$ cat src/rtl/demux1to4_tdm.sv
// demux1to4_tdm: 1-to-4 time-division demultiplexer.
// It collects four serial slots per frame. Slot 0 is marked by frame_sync.
// A completed frame is presented on A..D together with a one-cycle frame_valid strobe.
// Protocol violations raise a one-cycle frame_err strobe:
//   - a slot that arrives without sync while idle
//   - a sync that arrives while a frame is still being collected
// Optional feature: define DEMUX_FRAME_CNT_EN to add an 8-bit count of completed frames.
module demux1to4_tdm #(
    parameter int WIDTH = 1
) (
    input  logic             clk,
    input  logic             rst_n,
    input  logic [WIDTH-1:0] din,
    input  logic             din_valid,
    input  logic             frame_sync,
    output logic [1:0]       Sel,
    output logic [WIDTH-1:0] A,
    output logic [WIDTH-1:0] B,
    output logic [WIDTH-1:0] C,
    output logic [WIDTH-1:0] D,
    output logic             frame_valid,
`ifdef DEMUX_FRAME_CNT_EN
    output logic [7:0]       frame_cnt,
`endif
    output logic             frame_err
);

    typedef enum logic {
        IDLE,
        RUN
    } state_t;

    state_t           state_q, state_d;
    logic [1:0]       sel_q, sel_d;
    logic [WIDTH-1:0] shadow0_q, shadow0_d;
    logic [WIDTH-1:0] shadow1_q, shadow1_d;
    logic [WIDTH-1:0] shadow2_q, shadow2_d;
    logic [WIDTH-1:0] a_q, a_d;
    logic [WIDTH-1:0] b_q, b_d;
    logic [WIDTH-1:0] c_q, c_d;
    logic [WIDTH-1:0] d_q, d_d;
    logic             valid_q, valid_d;
    logic             err_q, err_d;

    // Next-state logic. Cycles without din_valid hold everything, and both strobes default low.
    always_comb begin
        state_d   = state_q;
        sel_d     = sel_q;
        shadow0_d = shadow0_q;
        shadow1_d = shadow1_q;
        shadow2_d = shadow2_q;
        a_d       = a_q;
        b_d       = b_q;
        c_d       = c_q;
        d_d       = d_q;
        valid_d   = 1'b0;
        err_d     = 1'b0;
        if (din_valid) begin
            case (state_q)
                IDLE: begin
                    if (frame_sync) begin
                        shadow0_d = din;
                        sel_d     = 2'd1;
                        state_d   = RUN;
                    end else begin
                        err_d = 1'b1;
                    end
                end
                RUN: begin
                    if (frame_sync) begin
                        // An early sync drops the partial frame and begins a new one.
                        err_d     = 1'b1;
                        shadow0_d = din;
                        sel_d     = 2'd1;
                    end else begin
                        case (sel_q)
                            2'd1: begin
                                shadow1_d = din;
                                sel_d     = 2'd2;
                            end
                            2'd2: begin
                                shadow2_d = din;
                                sel_d     = 2'd3;
                            end
                            2'd3: begin
                                a_d     = shadow0_q;
                                b_d     = shadow1_q;
                                c_d     = shadow2_q;
                                d_d     = din;
                                valid_d = 1'b1;
                                sel_d   = 2'd0;
                                state_d = IDLE;
                            end
                            default: begin
                                // Slot 0 never sits in RUN, so fall back to waiting for a sync.
                                sel_d   = 2'd0;
                                state_d = IDLE;
                            end
                        endcase
                    end
                end
                default: begin
                    sel_d   = 2'd0;
                    state_d = IDLE;
                end
            endcase
        end
    end

    // State, shadow and output registers. Reset clears any partial frame and the last frame.
    always_ff @(posedge clk or negedge rst_n) begin
        if (!rst_n) begin
            state_q   <= IDLE;
            sel_q     <= 2'd0;
            shadow0_q <= '0;
            shadow1_q <= '0;
            shadow2_q <= '0;
            a_q       <= '0;
            b_q       <= '0;
            c_q       <= '0;
            d_q       <= '0;
            valid_q   <= 1'b0;
            err_q     <= 1'b0;
        end else begin
            state_q   <= state_d;
            sel_q     <= sel_d;
            shadow0_q <= shadow0_d;
            shadow1_q <= shadow1_d;
            shadow2_q <= shadow2_d;
            a_q       <= a_d;
            b_q       <= b_d;
            c_q       <= c_d;
            d_q       <= d_d;
            valid_q   <= valid_d;
            err_q     <= err_d;
        end
    end

`ifdef DEMUX_FRAME_CNT_EN
    logic [7:0] cnt_q, cnt_d;

    // The frame count advances on the same edge that loads A..D, and it wraps naturally at 255.
    always_comb begin
        cnt_d = cnt_q;
        if (valid_d) begin
            cnt_d = cnt_q + 8'd1;
        end
    end

    // Frame counter register.
    always_ff @(posedge clk or negedge rst_n) begin
        if (!rst_n) begin
            cnt_q <= 8'd0;
        end else begin
            cnt_q <= cnt_d;
        end
    end

    assign frame_cnt = cnt_q;
`endif

    assign Sel         = sel_q;
    assign A           = a_q;
    assign B           = b_q;
    assign C           = c_q;
    assign D           = d_q;
    assign frame_valid = valid_q;
    assign frame_err   = err_q;

endmodule

$ cat config.mk
export PLATFORM = sky130hd
export DESIGN_NAME = demux1to4_tdm
export DESIGN_NICKNAME = d
export VERILOG_FILES = /design/src/rtl/demux1to4_tdm.sv
export SDC_FILE = /design/constraint.sdc
export NUM_CORES = 1
export LEC_CHECK = 0
export BUFFER_PORTS_ARGS = -buffer_cell sky130_fd_sc_hd__buf_2
export CAP_MARGIN = 15
export CORE_AREA = 8 8 49 51
export CTS_CLUSTER_DIAMETER = 40
export DETAILED_ROUTE_END_ITERATION = 7
export DIE_AREA = 0 0 57 59
export PLACE_DENSITY = 0.58
export SLEW_MARGIN = 10
export SYNTH_ARGS = -nofsm -noshare
export SYNTH_HDL_FRONTEND = slang
export SYNTH_SLANG_ARGS = --single-unit
$ cat constraint.sdc
create_clock -name clk -period 1.95 [get_ports clk]
set_input_delay 0.0975 -clock clk [delete_from_list [all_inputs] [get_ports clk]]
set_output_delay 0.0975 -clock clk [all_outputs]
set_load 0.02 [all_outputs]
Word level (Yosys, flattened, before mapping)
Cells that the tools add are included.

storage, ports and cells
  register bits after elaboration = 12
  input port bits = 5
  output and inout bits = 8
  logic and storage cells = 39

cells by class
  equality and inequality tests = 4
  reductions and logical operators = 6
  mux-type cells = 16
  bitwise gates (word level) = 2

operators with widths
  operator                                        number
  AND reduction 4 bit                             3
  two-way mux 1 bit                               10
  case mux 2 bit (2 select lines)                 2
  == test 2 bit (second input constant)           2
  two-way mux 2 bit                               2
  case mux 1 bit (2 select lines)                 2
  AND reduction 2 bit                             2
  == test 2 x 1 -> 1 bit (second input constant)  1
  != test 2 bit (second input constant)           1
  NOT 1 bit                                       2
  OR reduction 2 bit                              1

Logic depth before layout (Yosys ltp)
Gate-level depths: netlist of run 1.

  depth after elaboration = 5
  depth in mapped cells = 4
  gate-level depth less buffers = 4

Worst setup path after synthesis of run 1
No wires, ideal clock.

  kind = register -> register
  start point = reg sel_q[0] (netlist: Sel[0])
  end point = reg shadow2_q
  path buffers = 0
  period minus slack after synthesis = 1.302 ns
  library setup time = 0.125 ns
  data arrival time = 1.178 ns
  path slack = 0.648 ns
  data required time = 1.825 ns
  cell stages (with the launch flop) = 5
  cells stage by stage = dfrtp_1 -> inv_1 -> ha_1 -> nand4b_1 -> mux2_2

between the ends
  word-level cells in the longest chain between the ends = 2

ends and longest elaborated chain
  what                                  line  text
  start, declared                       34    logic [1:0] sel_q, sel_d;
  start signal, assigned                126   sel_q <= sel_d;
  == test 2 bit                         76    case (sel_q)
  AND reduction 4 bit (no source line)  --
  end signal, assigned                  129   shadow2_q <= shadow2_d;
  end, declared                         37    logic [WIDTH-1:0] shadow2_q, shadow2_d;

Every way passes these cells.
A chain may end at the register's enable or synchronous reset.

Worst setup path after layout of run 1
  start point = reg sel_q[1] (netlist: Sel[1])
  end point = reg a_q (netlist: A)

between the ends
  word-level cells in the longest chain between the ends = 2

ends and longest elaborated chain
  what                                  line  text
  == test 2 bit                         76
  AND reduction 4 bit (no source line)  --
  end signal, assigned                  118   a_q <= '0;
  end signal, assigned                  130   a_q <= a_d;
  end, declared                         38    logic [WIDTH-1:0] a_q, a_d;

Every way passes these cells.

==> results of run 1 <==
-- cell families (layout without fill, tap and decap cells) --
| group | count (synthesis) | after routing | synth area share (%) |
|---|---|---|---|
| flops | 12 | 12 | 54.92 |
| simple gates | 8 | 8 | 13.96 |
| mux | 7 | 7 | 14.42 |
| buf+inv | 5 | 22 | 3.433 |
| fa+ha+maj | 4 | 4 | 9.154 |
| compound gates | 3 | 3 | 4.119 |
-- where the power goes --
part | switching [mW] | total [mW] | internal (mW)
Sequential | 0.0673 | 0.407 | 0.340
Clock | 0.0854 | 0.199 | 0.113
Combinational | 0.173 | 0.318 | 0.145
Total | 0.326 | 0.923 | 0.597
-- layer usage --
layer,share of wire (%),global-route usage [%]
met1,48,8.050
met2,48,8.837
met3,3.6,2.361
met4,0,5.034
met5,0,0
-- area by class of cell --
class / instances / share of cell area [%]
multi-input combinational: 22 / 33.77
timing repair buffer: 13 / 10.39
tap: 17 / 3.154
inverter: 5 / 2.783
clock buffer: 4 / 5.380
sequential: 12 / 44.53
-- registers in the layout, summed over array words and instances, names as in the netlist --
| register | cells |
|---|---|
| D | 1 |
| state_q | 1 |
| Sel | 2 |
| A | 1 |
| frame_valid | 1 |
| C | 1 |
| shadow1_q | 1 |
| shadow2_q | 1 |
| frame_err | 1 |
| shadow0_q | 1 |
| B | 1 |
-- layout by cell type (no fill, tap or decap), drive strengths merged --
cell type    synthesis  routed
clkbuf               0       4
and2                 1       1
ha                   4       4
nand4b               3       3
nand4bb              1       1
dfrtp               12      12
nor2b                1       1
buf                  0      12
mux2                 7       7
nand2                1       1
dlygate4sd3          0       1
or2b                 1       1
o2bb2ai              1       1
a2bb2oi              1       1
inv                  5       5
o21ai                1       1
-- worst max-delay path, cell delays in order, from the launching register on --
cell and delay (ns):
sky130_fd_sc_hd__dfrtp_1 0.44, sky130_fd_sc_hd__ha_1 0.24, sky130_fd_sc_hd__nand4b_4 0.13, sky130_fd_sc_hd__mux2_2 0.34
-- worst max path at each step --
stage	end	slack, ns	cells past startpoint
after global placement	A	0.70	3
after global routing	D	0.63	3
after floorplan	shadow2_q	0.65	4
after CTS	A	0.68	3
after detailed placement	A	0.70	3
final	A	0.69	3
-- timing repair --
| action | CTS | global route |
|---|---|---|
| hold buffers | 1 | 0 |
| resized for setup | 0 | 0 |
| endpoints found under the hold margin | 12 | 0 |
==> impl_summary.md, run 1 <==
Timing
The setup slack after layout is 0.6906 ns. For the final routed database, the setup TNS stands at 0 ns. The fraction of the cycle the final worst path needs is between 60 and 70%.

For this run, the top clock speed supported by timing is a little under 800 MHz. Setup repair after global routing left no endpoint under its margin. The routed design could run at a clock period as short as between 1 and 1.5 ns. The total of endpoints with negative setup slack in the final report is 0.

The transition time of the tightest slew-check pin is 0.2658 ns. The worst clock skew is around 0.006 ns. The tightest hold path in the finished design has a slack of ~0.12 ns.

In this run the tightest slew margin relative to its limit is slightly above 80%. The number of max-slew violations in the final report was 0. The hold violation total from the final report was 0.

Logic synthesis
The share of flip-flops with an asynchronous set or reset after synthesis is 100.0%. Sequential elements use between 50% and 60% of the synthesized area. Counting every instance in the synthesized netlist gives 39. Of the post-synthesis cell area, the dominant cell type holds between 50% and 60%. Synthesis instantiated 14 different standard cells from the library.

Averaged over all synthesized cells, the footprint is ~14 um^2. The synthesized area is between 500 and 600 um^2. Among all cell types in the netlist, the one instantiated most often is sky130_fd_sc_hd__dfrtp_1. The synthesis warning total is 0. After synthesis, the most frequently instantiated cells are sky130_fd_sc_hd__dfrtp_1 (12), sky130_fd_sc_hd__mux2_2 (7), sky130_fd_sc_hd__inv_1 (5). After synthesis, the cell types taking the most area are sky130_fd_sc_hd__dfrtp_1 (55%), sky130_fd_sc_hd__mux2_2 (14%), sky130_fd_sc_hd__ha_1 (9.2%), sky130_fd_sc_hd__nand4b_4 (4.3%), sky130_fd_sc_hd__inv_1 (3.4%). The synthesized design contains 0 enable-type register cells. The cell type with the largest total area after synthesis is sky130_fd_sc_hd__dfrtp_1. The number of synthesized register bits is 12.

The leading register cell type out of synthesis is sky130_fd_sc_hd__dfrtp_1. The number of nets handed over by synthesis was 48.

Clocking
The maximum buffer depth of the clock tree is 2. Clock latency on the worst-skew pair, taken at its later pin, is between 0.2 and 0.3 ns. For this design, the sink count on the clock tree is 12. CTS built an H-tree with a depth of 1. After clock tree synthesis, the setup repair step added 0 buffers. TritonCTS built the clock tree. The number of buffers inserted during clock tree synthesis is 3. After clock tree synthesis, the clock-pin slew on the worst setup and hold paths is around 0.080 ns.

The tree is rooted in a sky130_fd_sc_hd__clkbuf_4.

Critical path
The critical path data arrival time is roughly 1.4 ns. STA classifies the critical path startpoint as a register. The required time reported for the critical path endpoint is approximately 2.1 ns.

The critical register-to-register path startpoint is Sel[1]. The most critical setup path has its startpoint at Sel[1]. In this run the worst path has a maximum fanout of 5. The cell depth of the worst flop-to-flop path is 3. The flop-to-flop setup slack is just under 0.7 ns.

The worst register-to-register path ends at A. The worst setup path is captured at a register. The critical setup path kind is reg -> reg.

Flow run
The number of violations of the max-capacitance limit is 0.

Layout
The post-route netlist has a little over two fifths of its cells at a drive strength greater than 1. Cells fill roughly two fifths of the core in the end. Relative to the synthesized area, the layout overhead comes to 23.34%. The post-layout net count is 66. Once layout is complete, the cells apart from fillers number 73. The number of inserted filler cells in the final layout is 160. Registers take 300.3 um^2. The number of antenna diodes in the final layout is 0. The post-route cell area is a little under 700 um^2. The footprint of the multi-input gates is ~230 um^2.

Global route
For this run, the total global-route usage over all layers was measured as 6.502%. The global-route congestion overflow total is 0. Entering global routing, the biggest net connects 13 pins. The initial antenna violation count is 0. The via count of the first global-routing pass came to roughly 380. The global-route wire length before repair is between 1.5 and 2 mm.

Floorplanning
In this run the count of I/O pins placed on the die edge is 13. After floorplanning, the core was divided into 15 placement rows. The floorplan die area is between 0.003 and 0.004 mm^2. The core region is about 0.0017 mm^2. The chip width is between 50 and 60 um.

The starting density of the core is around a third. The die height is ~59 um.

Power
The total power per unit cell area is between 1000 and 1500 mW/mm^2. IR analysis of the VDD net gives a maximum drop of 0.4304 mV. Overall power consumption after layout is estimated at roughly 0.9 mW. In this run the static leakage power is 0.3669 nW.

Routing
The post-detailed-route via-to-cell ratio is 4.890. After detailed routing, the average wire length per cell comes to 13.01 um. The remaining antenna violation count after routing is 0. The count of vias placed by the detailed router is about 360. The first detailed-routing pass ran for 4 iterations. The violation count after the first detailed-route iteration is 4. After detailed routing, the number of remaining DRC violations is 0. After detailed routing, the total wire length is around 950 um.

Place
Input and output buffers added on the ports amount to 12. OpenSTA, run right after detailed placement, puts the worst setup slack at 0.7048 ns. The placement-stage cell area is between 600 and 700 um^2. Routability-driven placement finished with a final weighted congestion of around 0.7. The count of placed standard cells including taps is between 60 and 70.

Hold path
The path with the worst hold slack has its endpoint at shadow1_q. The start point of the worst hold path is din. The path category of the worst min-delay check is in -> reg. The number of cells on the worst hold path is 2.

Status
The flow ran to the end, and the final reports show no timing, DRC or antenna violations.
Power figures use the tool's default switching activity.
==> run 2: changes to the inputs <==
Clock period 1.95 ns to 1.3 ns, I/O delays scaled along.
==> run 2 against run 1 <==
  * First-iteration DRC count down 75%
  * Critical endpoint is now D
  * Maximum frequency grew 2.1%
  * Worst hold slack got worse by 0.037 ns
  * Clock skew down 0.0047 ns
  * Register-to-register slack worse by 0.62 ns
  * Highest routed layer is now met4
  * Power increased by 49%
  * Global-route usage rose by 0.49 points
  * Clock power grew 48%
  * Core utilization grew 0.076 points
  * Cell count unchanged
  * Die area unchanged
  * Largest cell class unchanged
  * Via count is 2.0% lower
==> impl_summary.md, run 2 (synthesized netlist as in run 1, its figures left out) <==
Routing
The DRC violation count after routing came to 0 (unchanged). The number of detailed-routing iterations run before antenna repair is 2 (-2). The violation count after the first detailed-route iteration is 1 (-3). The post-detailed-route via-to-cell ratio is 4.795 (-2.0%). The remaining antenna violation count after routing is 0 (unchanged). The count of vias placed by the detailed router is 350 (-2.0%). The wire length after detailed routing is 947 um (-0.32%).

The routed wirelength normalized by instance count is 12.97 um (-0.32%).

Critical path
The critical path endpoint category is a register. The largest fanout on the critical path was 5 (unchanged). The worst setup path is of the reg -> reg kind. The critical path data arrival time came to 1.39 ns (-0.03 ns).

STA classifies the critical path startpoint as a register. The required time reported for the critical path endpoint is 1.46 ns (-0.65 ns). The flop-to-flop setup slack came to 0.07 ns (-0.62 ns).

Place
The final estimated routing congestion in global placement is 0.6909 (-3.9%). The half-perimeter wire length of the detailed placement result is 718.8 um. The total of buffers placed on input and output ports came to 12 (unchanged). The worst-case setup slack after placement is 0.06274 ns (-0.6421 ns).

The count of placed standard cells including taps is 68 (unchanged).

Timing
The worst clock skew is 0.001303 ns (-0.004677 ns). The final-layout worst hold slack is 0.08389 ns (-0.03681 ns). Setup repair after global routing left no endpoint under its margin. The setup TNS came to 0 ns (unchanged). The timing-limited maximum frequency is 810.4 MHz (+2.1%). The tightest slew margin relative to the limit is 81.82% (-0.46 points). The transition time of the tightest slew-check pin is 0.2728 ns (+0.006936 ns). The number of max-slew violations in the final report came to 0 (unchanged).

The setup slack after layout is 0.06610 ns (-0.6245 ns). The fraction of the cycle the final worst path needs was 94.92% (+30 points). The hold violation total from the final report is 0 (unchanged). The final critical delay including setup and external delays is 1.234 ns (-0.02553 ns). The total of endpoints with negative setup slack in the final report was 0 (unchanged).

Clocking
The total clock sinks came to 12 (unchanged). The number of buffers inserted during clock tree synthesis was 3 (unchanged). The number of resized instances in the post-cts repair step is 0 (unchanged).

The clock network latency to the later pin of the worst-skew pair is 0.27 ns (about the same). The clock-pin slew reported for the worst setup and hold paths after clock tree synthesis is 0.08 ns (about the same). Clock tree synthesis selected as its root buffer the cell sky130_fd_sc_hd__clkbuf_4. TritonCTS built the clock tree. The maximum buffer depth of the clock tree is 2 (unchanged). The H-tree depth is 1 (unchanged).

Floorplanning
The chip width was 57 um (unchanged). The die height is 59 um (unchanged). The number of ports placed on the die boundary came to 13 (unchanged). The number of rows created at floorplan is 15 (unchanged). The floorplan die area is 0.003363 mm^2 (unchanged).

The starting density of the core is 33.11% (unchanged). The standard cell core area came to 0.001652 mm^2 (unchanged).

Layout
The number of inserted filler cells in the final layout came to 163 (+1.9%). The post-layout utilization of the core was 40.91% (+0.076 points). The post-layout net count is 66 (unchanged).

In the layout the commonest cells are sky130_fd_sc_hd__buf_2 (12), sky130_fd_sc_hd__dfrtp_1 (11), sky130_fd_sc_hd__mux2_2 (7). Leaving out fill and tap cells, the most frequent cell in the layout is sky130_fd_sc_hd__buf_2. The flip-flop count of the largest register, all copies and words added is 2 (unchanged). The share of final-layout standard cells stronger than drive strength 1 came to 44.64% (+1.8 points).

The area growth from synthesis to final layout is 23.57%. The filler-free cell count of the finished design is 73 (unchanged). The count of antenna diodes in the layout came to 0 (unchanged).

Global route
The global-route wire length before repair is 1.773 mm (+5.3%). The via count of the first global-routing pass is 379 (-1.3%). The global-route congestion overflow total is 0 (unchanged). The global router's overall resource usage is 6.994% (+0.49 points). The pin count of the biggest net entering global routing is 13 (unchanged).

The initial antenna violation count was 0 (unchanged).

Power
The peak ir drop on the vdd network came to 0.7932 mV (+84%). The total power per unit cell area is 2043 mW/mm^2 (+49%). The leakage dissipation is 0.3663 nW (-0.18%).

Status
The flow ran to the end, and the final reports show no timing, DRC or antenna violations.

Hold path
The min-delay analysis places its worst path in the category in -> reg.

Flow run
The number of violations of the max-capacitance limit came to 0 (unchanged).
run 2: cell types whose count changed in the layout (fill, tap and decap cells not counted):
cell                      change
sky130_fd_sc_hd__dfrtp_1      -1
sky130_fd_sc_hd__dfrtp_2      +1
run 2: report_power, final:
group	switching (mW)	internal, mW	leakage [nW]	total [mW]
registers	0.0929	0.512	0.149	0.604
logic	0.263	0.218	0.197	0.481
clock network	0.125	0.170	0.0210	0.295
run 2: worst max-delay path, stage by stage, from the launching register on:
cell                       delay [ns]
sky130_fd_sc_hd__dfrtp_1         0.43
sky130_fd_sc_hd__ha_1            0.23
sky130_fd_sc_hd__nand4b_4        0.13
sky130_fd_sc_hd__mux2_2          0.34
run 2: worst paths after layout:
kind,end,cells after the start,start
setup / recovery,D,3,Sel[1]
hold / removal,shadow1_q,2,din
setup reg to reg,D,3,Sel[1]
hold reg to reg,D,1,D
max in group asynchronous,Sel[0],2,rst_n
min in group asynchronous,Sel[1],2,rst_n
run 2: cell type report:
class                      instances  area [um^2]  share of cell area [%]
clock buffer                       4        36.28                   5.370
timing repair buffer              13        70.07                   10.37
multi-input combinational         22        227.7                   33.70
sequential                        12        301.5                   44.63
inverter                           5        18.77                   2.778
tap                               17        21.27                   3.148
run 2: per-layer routing:
layer  part of all wire, %  global-route usage, %  wire length (um)  up-vias
li1                      -                      -                 -      175
met1                    45                  7.314               423      164
met2                    46                  9.922               434        9
met3                   6.5                  3.219                62        2
met4                   2.9                  7.047                27        0
met5                     0                      0                 0        -
run 2: timing repair:
item,in CTS,in global routing
endpoints found under the hold margin,12,0
buffers inserted,0,0
hold buffers,1,0
run 2: per-stage QoR:
step	power (mW)	instance area [um^2]
6_report	1.380	675.6
5_1_grt	1.505	675.6
4_1_cts	1.413	675.6
3_5_place_dp	1.109	629.4
3_3_place_gp	1.102	629.4
2_1_floorplan	0.9407	548.0
